$ cat src/rtl/keypad_scan_ctrl.sv
// 4x4 matrix keypad scanner with 2-flop row synchronizer, press/release debounce and key hold tracking.
// Optional auto-repeat while a key is held: define KEYPAD_REPEAT_EN.
module keypad_scan_ctrl #(
    parameter int unsigned SCAN_DIV     = 1000,
    parameter int unsigned DEBOUNCE_CNT = 20000,
    parameter int unsigned REPEAT_DLY   = 500000
) (
    input  logic       iCLK,
    input  logic       nRST,
    input  logic [3:0] iROW,
    output logic [3:0] oCOL,
    output logic [3:0] oKEY,
    output logic       oVALID,
    output logic       oHELD
);
    typedef enum logic [1:0] {SCAN, DEBOUNCE, HELD, RELEASE} state_t;

    localparam logic [15:0] DWELL_LAST = 16'(SCAN_DIV - 1);
    localparam logic [15:0] DEB_LAST   = 16'(DEBOUNCE_CNT - 1);

    state_t      state_q;
    logic [3:0]  sync1_q, sync2_q;
    logic [1:0]  col_q, row_q;
    logic [15:0] dwell_q, cnt_q;
    logic [3:0]  key_q;
    logic        valid_q, held_q;
    logic [1:0]  low_row;
    logic        row_bit;
    logic [3:0]  rs;

    assign rs      = sync2_q;
    assign row_bit = rs[row_q];

    // Lowest-index low row wins when several rows are pulled down together.
    always_comb begin
        low_row = 2'd3;
        if (!rs[2]) low_row = 2'd2;
        if (!rs[1]) low_row = 2'd1;
        if (!rs[0]) low_row = 2'd0;
    end

`ifdef KEYPAD_REPEAT_EN
    localparam logic [23:0] RPT_LAST = 24'(REPEAT_DLY - 1);
    logic [23:0] rpt_q;
`else
    // Without auto-repeat the delay parameter has no hardware behind it.
    if (REPEAT_DLY == 0) begin : g_rpt_unused
    end
`endif

    always_ff @(posedge iCLK or negedge nRST) begin
        if (!nRST) begin
            sync1_q <= 4'hF;
            sync2_q <= 4'hF;
        end else begin
            sync1_q <= iROW;
            sync2_q <= sync1_q;
        end
    end

    always_ff @(posedge iCLK or negedge nRST) begin
        if (!nRST) begin
            state_q <= SCAN;
            col_q   <= 2'd0;
            row_q   <= 2'd0;
            dwell_q <= '0;
            cnt_q   <= '0;
            key_q   <= 4'h0;
            valid_q <= 1'b0;
            held_q  <= 1'b0;
`ifdef KEYPAD_REPEAT_EN
            rpt_q   <= '0;
`endif
        end else begin
            valid_q <= 1'b0;
            case (state_q)
                SCAN: begin
                    if (dwell_q == DWELL_LAST) begin
                        dwell_q <= '0;
                        if (rs != 4'hF) begin
                            row_q   <= low_row;
                            cnt_q   <= '0;
                            state_q <= DEBOUNCE;
                        end else begin
                            col_q <= col_q + 2'd1;
                        end
                    end else begin
                        dwell_q <= dwell_q + 16'd1;
                    end
                end
                DEBOUNCE: begin
                    if (!row_bit) begin
                        if (cnt_q == DEB_LAST) begin
                            key_q   <= {row_q, col_q};
                            valid_q <= 1'b1;
                            held_q  <= 1'b1;
                            cnt_q   <= '0;
                            state_q <= HELD;
`ifdef KEYPAD_REPEAT_EN
                            rpt_q   <= '0;
`endif
                        end else begin
                            cnt_q <= cnt_q + 16'd1;
                        end
                    end else begin
                        cnt_q   <= '0;
                        col_q   <= col_q + 2'd1;
                        state_q <= SCAN;
                    end
                end
                HELD: begin
                    if (row_bit) begin
                        cnt_q   <= '0;
                        state_q <= RELEASE;
                    end
`ifdef KEYPAD_REPEAT_EN
                    else if (rpt_q == RPT_LAST) begin
                        rpt_q   <= '0;
                        valid_q <= 1'b1;
                    end else begin
                        rpt_q <= rpt_q + 24'd1;
                    end
`endif
                end
                RELEASE: begin
                    if (rs == 4'hF) begin
                        if (cnt_q == DEB_LAST) begin
                            cnt_q   <= '0;
                            held_q  <= 1'b0;
                            col_q   <= col_q + 2'd1;
                            state_q <= SCAN;
                        end else begin
                            cnt_q <= cnt_q + 16'd1;
                        end
                    end else begin
                        cnt_q <= '0;
                    end
                end
                default: state_q <= SCAN;
            endcase
        end
    end

    assign oCOL   = ~(4'b0001 << col_q);
    assign oKEY   = key_q;
    assign oVALID = valid_q;
    assign oHELD  = held_q;
endmodule
$ cat config.mk
export PLATFORM = sky130hd
export DESIGN_NAME = keypad_scan_ctrl
export DESIGN_NICKNAME = d
export VERILOG_FILES = /design/src/rtl/keypad_scan_ctrl.sv
export SDC_FILE = /design/constraint.sdc
export NUM_CORES = 1
export LEC_CHECK = 0
export CORE_ASPECT_RATIO = 1.25
export CORE_UTILIZATION = 45
export DETAILED_ROUTE_END_ITERATION = 10
export GPL_ROUTABILITY_DRIVEN = 0
export SLEW_MARGIN = 20
export SYNTH_ARGS = -nofsm -noshare
export SYNTH_HDL_FRONTEND = slang
export SYNTH_SLANG_ARGS = --single-unit
$ cat constraint.sdc
create_clock -name iCLK -period 2.8 [get_ports iCLK]
set_clock_uncertainty 0.2 [all_clocks]
set_input_delay 0.42 -clock iCLK [delete_from_list [all_inputs] [get_ports iCLK]]
set_output_delay 0.42 -clock iCLK [all_outputs]
set_load 0.03 [all_outputs]
Yosys cells after proc, flatten, opt, wreduce, memory -nomap -nowiden
Cells that the tools add are included.
Word-level totals
  register bits: 52
  latch bits: 0
  bits in writable memories: 0
  bits in read-only memories: 0
  output and inout bits: 10
  word-level logic and storage cells: 78
  memories: 0
Operators by class
  $add $sub $neg: 3
  multipliers: 0
  divide/modulo/power cells: 0
  order comparisons: 1
  equal/unequal tests: 17
  shifts and indexed selects: 1
  mux-type cells: 35
  bitwise gates (word level): 2
  reductions and logical operators: 9
Operators with widths (count)
  2-to-1 mux 16 bit: 7
  one-hot mux 16 bit (4 select lines): 1
  adder 16 x 1 -> 16 bit (second input constant): 2
  2-to-1 mux 2 bit: 14
  != test 2 bit (second input constant): 9
  equality test 16 x 10 -> 1 bit (second input constant): 1
  equality test 16 x 15 -> 1 bit (second input constant): 1
  AND reduction 6 bit: 2
  2-to-1 mux 1 bit: 9
  AND reduction 3 bit: 3
  one-hot mux 2 bit (4 select lines): 1
  one-hot mux 2 bit (3 select lines): 1
  AND reduction 5 bit: 1
  equality test 2 bit (second input constant): 2
  equality test 4 bit (second input constant): 1
  != test 4 bit (second input constant): 1
  inverter 4 bit: 1
  << shifter 1 x 2 -> 4 bit (first input constant): 1
  < comparator 2 x 3 -> 1 bit (second input constant): 1
  != test 3 bit (second input constant): 1
  nonzero test 3 bit: 1
  adder 2 x 1 -> 2 bit (second input constant): 1
  binary-select mux 1 bit (select 2 bit): 1
  equality test 2 x 1 -> 1 bit (second input constant): 1
  other kinds (4): 4

Logic depth before layout (Yosys ltp)
  depth after elaboration: 4
  mapped depth: 8
  depth with buffers taken out: 6

Worst setup path before layout
Ideal clock, no wire load.
  kind: register to register
  start point: reg cnt_q[0]
  end point: reg col_q[1]
  arrival time: 1903 ps
  setup slack: 570 ps
  cell stages (with the launch flop): 7
  path buffers: 0
  path through: dfrtp_1 -> ha_1 -> and4_2 -> nand4_4 -> or3_4 -> mux2i_4 -> mux2_1
Between the ends
  word-level cells in the longest chain between the ends: 3
RTL lines
  start: declaration: line 24  | logic [15:0] dwell_q, cnt_q;
  start signal: assignment: line 103  | cnt_q <= cnt_q + 16'd1;
  start signal: assignment: line 133  | cnt_q <= cnt_q + 16'd1;
  equality test 16 x 15 -> 1 bit: line 127  | if (cnt_q == DEB_LAST) begin
  != test 2 bit (no source line)
  AND reduction 6 bit (no source line)
  end signal: assignment: line 85  | col_q <= col_q + 2'd1;
  end signal: assignment: line 107  | col_q <= col_q + 2'd1;
  end signal: assignment: line 130  | col_q <= col_q + 2'd1;
  end: declaration: line 23  | logic [1:0] col_q, row_q;
Every way passes these cells.
A chain may end at the register's enable or synchronous reset.

Worst setup path in the final report
  start point: reg dwell_q[0]
  end point: reg cnt_q[14]
Between the ends
  word-level cells in the longest chain between the ends: 3
RTL lines
  start: declaration: line 24
  start signal: assignment: line 88  | dwell_q <= dwell_q + 16'd1;
  equality test 16 x 10 -> 1 bit: line 78  | if (dwell_q == DWELL_LAST) begin
  != test 2 bit (no source line)
  AND reduction 3 bit (no source line)
Every way passes these cells.

==> flow_metrics.tcl <==
set metrics [dict create \
    hold_viol_final 0 \
    antenna_found_initial 0 \
    setup_violations 0 \
    grtUsageTotal_pct 18.0 \
    cts_buffers 5 \
    grt_start_max_net_pins 53 \
    routedWlPerCell_microns 14.7 \
    nets 281 \
    die_w_microns 71.1 \
    core-area_sq_um 5780 \
    worst_pin_slew_ns 0.933 \
    fmax_ghz 0.398 \
    clockBufferDepth 2 \
    cts_resized 0 \
    ctsRootBufferMaster "clkbuf_8" \
    routed_via_density 5.66 \
    dieArea_sq_um 6280 \
    cp_slowest_cell "a221oi_2" \
    p_total_mw 1.22 \
    fin_crit_ns 2.51 \
    clock_sinks 52 \
    syn_area_sq_um 2680 \
    drc 0 \
    cp-end-kind "register" \
    synth_top_area_cell "dfrtp_1" \
    wl_mm 4.95 \
    critPathRequiredTime_ns 2.82 \
    tns_ns 0 \
    synthFlopType "dfrtp_1" \
    drt_iter0_drc 76 \
    synth_edf_count 0 \
    cts-htree-levels 2 \
    avgSynthCellArea_sq_um 10.7 \
    ys_seq_area_share_pct 48.9 \
    layout_setup_ws_ns 0.290 \
    maxCapViolations 0 \
    syn_nets 264 \
    status "completed" \
    syn_to_final_growth_pct 11.0 \
    synth_top_area_share_pct 41.0 \
    initial_core_util_pct 46.4 \
    grt_pass1_vias 1915 \
    pwr_density_cell_nw_per_um2 408 \
    worstPathMaxFanout 15 \
    async_flop_share_pct 100 \
    crit_chain "ha_1 -> nor4bb_1 -> and4_1 -> a221oi_2 -> nand2_1 -> o311ai_2" \
    hold_class "in2async" \
    relSlewSlack_pct 37.8 \
    synth_seq_cells 52 \
    yosys_warnings 0 \
    drtPass1Iterations 4 \
    start_kind "register" \
    period_share_pct 89.6 \
    crit_type "reg2reg" \
    slowest_delay_ns 0.84 \
    p_leak_nw 1.25 \
    grt-ovfl-total 0 \
    vdd_drop_max_v 0.000316 \
    path_clk_slew_ns 0.10 \
    synth_cell_type_count 55 \
    cp.arrival_ns 2.53 \
    syn_inst 252 \
    die_y_microns 88.3 \
    ios 16 \
    antenna_left 0 \
    grt_pass1_wl_mm 8.89 \
    fp-row-count 31 \
    diodes 0 \
    slew_violations 0 \
    synth_area_leaders "dfrtp_1 41%, dfstp_2 7.8%, nand2_1 3.4%" \
    rsz0062_at_grt "false" \
    clk_latency_ns 0.31 \
    pre_cts_ws_ns 0.289 \
    place_hpwl_mm 3.46 \
    portBuffers 15 \
    cts_hold_buf 0 \
    drive_gt1_share_pct 14.4 \
    cts_setup_buffers 0 \
    vias 1902 \
    cts_tree "yes" \
]
-- kinds of logic after synthesis --
kind of cell | synth area share [%]
and+or+nand+nor | 22.3
buffers and inverters | 4.10
xor gates and xnor gates | 1.96
muxes | 5.59
adders and majority gates | 2.80
AOI/OAI and AO/OA | 14.4
DFF | 48.9
-- cells in the final DEF (no fill, tap or decap), drive strengths merged, types with 6 or more instances in the layout --
master / instances
ha: 6
o31ai: 7
inv: 16
and3: 9
dfstp: 8
mux2: 6
nand2: 24
o21ai: 24
nor3: 6
dfrtp: 44
nor2: 6
a21oi: 7
nand3: 17
clkdlybuf4s50: 14
nand4: 7
clkbuf: 6
-- cells in the mapped netlist, drive strengths merged (4+ instances only) --
master  instances
dfrtp          44
nand2          24
o21ai          24
nand3          17
inv            16
and3            9
dfstp           8
a21oi           7
nand4           7
o31ai           7
buf             6
ha              6
mux2            6
nor2            6
nor3            6
or3             5
xnor2           5
a21o            4
nor4            4
-- worst max-delay path, delay by kind of cell (launching register included) --
kind / cells / cell delay (ns)
AND/OR/NAND/NOR: 3 / 0.63
flip-flops: 1 / 0.42
adder cells (fa/ha/maj): 1 / 0.23
AO/OA/AOI/OAI: 2 / 0.94
-- cell type report --
cell class | instances | area (sq um)
Timing Repair Buffer | 19 | 175
Tap cell | 66 | 82.6
Sequential cell | 52 | 1310
Inverter | 16 | 60.1
Fill cell | 514 | 2800
Multi-Input combinational cell | 175 | 1260
Clock inverter | 2 | 16.3
Clock buffer | 6 | 72.6
-- sequential cells by signal (all words and copies together) (netlist names), named ones only --
register	cells
sync1_q	4
oVALID	1
oKEY	4
col_q	2
state_q	1
rs	4
oHELD	1
cnt_q	16
dwell_q	16
row_q	2
-- power by group --
part | total, mW | switching, mW | internal (mW)
sequential | 0.764 | 0.00278 | 0.761
combinational | 0.0290 | 0.0197 | 0.00933
clock | 0.424 | 0.246 | 0.178
-- metal layers --
metal  share of wire (%)  vias up  global-route usage (%)
li1                    -      945                       -
met1                  44      922                    21.4
met2                  52       26                    32.5
met3                 2.0        9                    3.08
met4                 2.1        0                    7.27
met5                   0        -                       0
-- through the flow --
step	instance area [sq um]	cells	util, %	hold WS, ns
2_1_floorplan	2680	252	-	-0.0756
3_3_place_gp	2890	328	50.0	0.146
3_5_place_dp	2890	328	50.0	0.147
4_1_cts	2980	336	51.6	0.0428
5_1_grt	2980	336	51.6	0.0838
6_report	2980	336	51.6	0.0222
-- final timing paths --
check,from,end,slack (ns),cells past startpoint
max,dwell_q[0],cnt_q[14],0.29,6
min,nRST,cnt_q[15],0.02,2
max reg2reg,dwell_q[0],cnt_q[14],0.29,6
min reg2reg,sync1_q[0],rs[0],0.16,0
max in group asynchronous,nRST,row_q[0],1.94,2
min in group iCLK,sync1_q[0],rs[0],0.16,0
No activity file was read; power rests on OpenSTA's default activity.
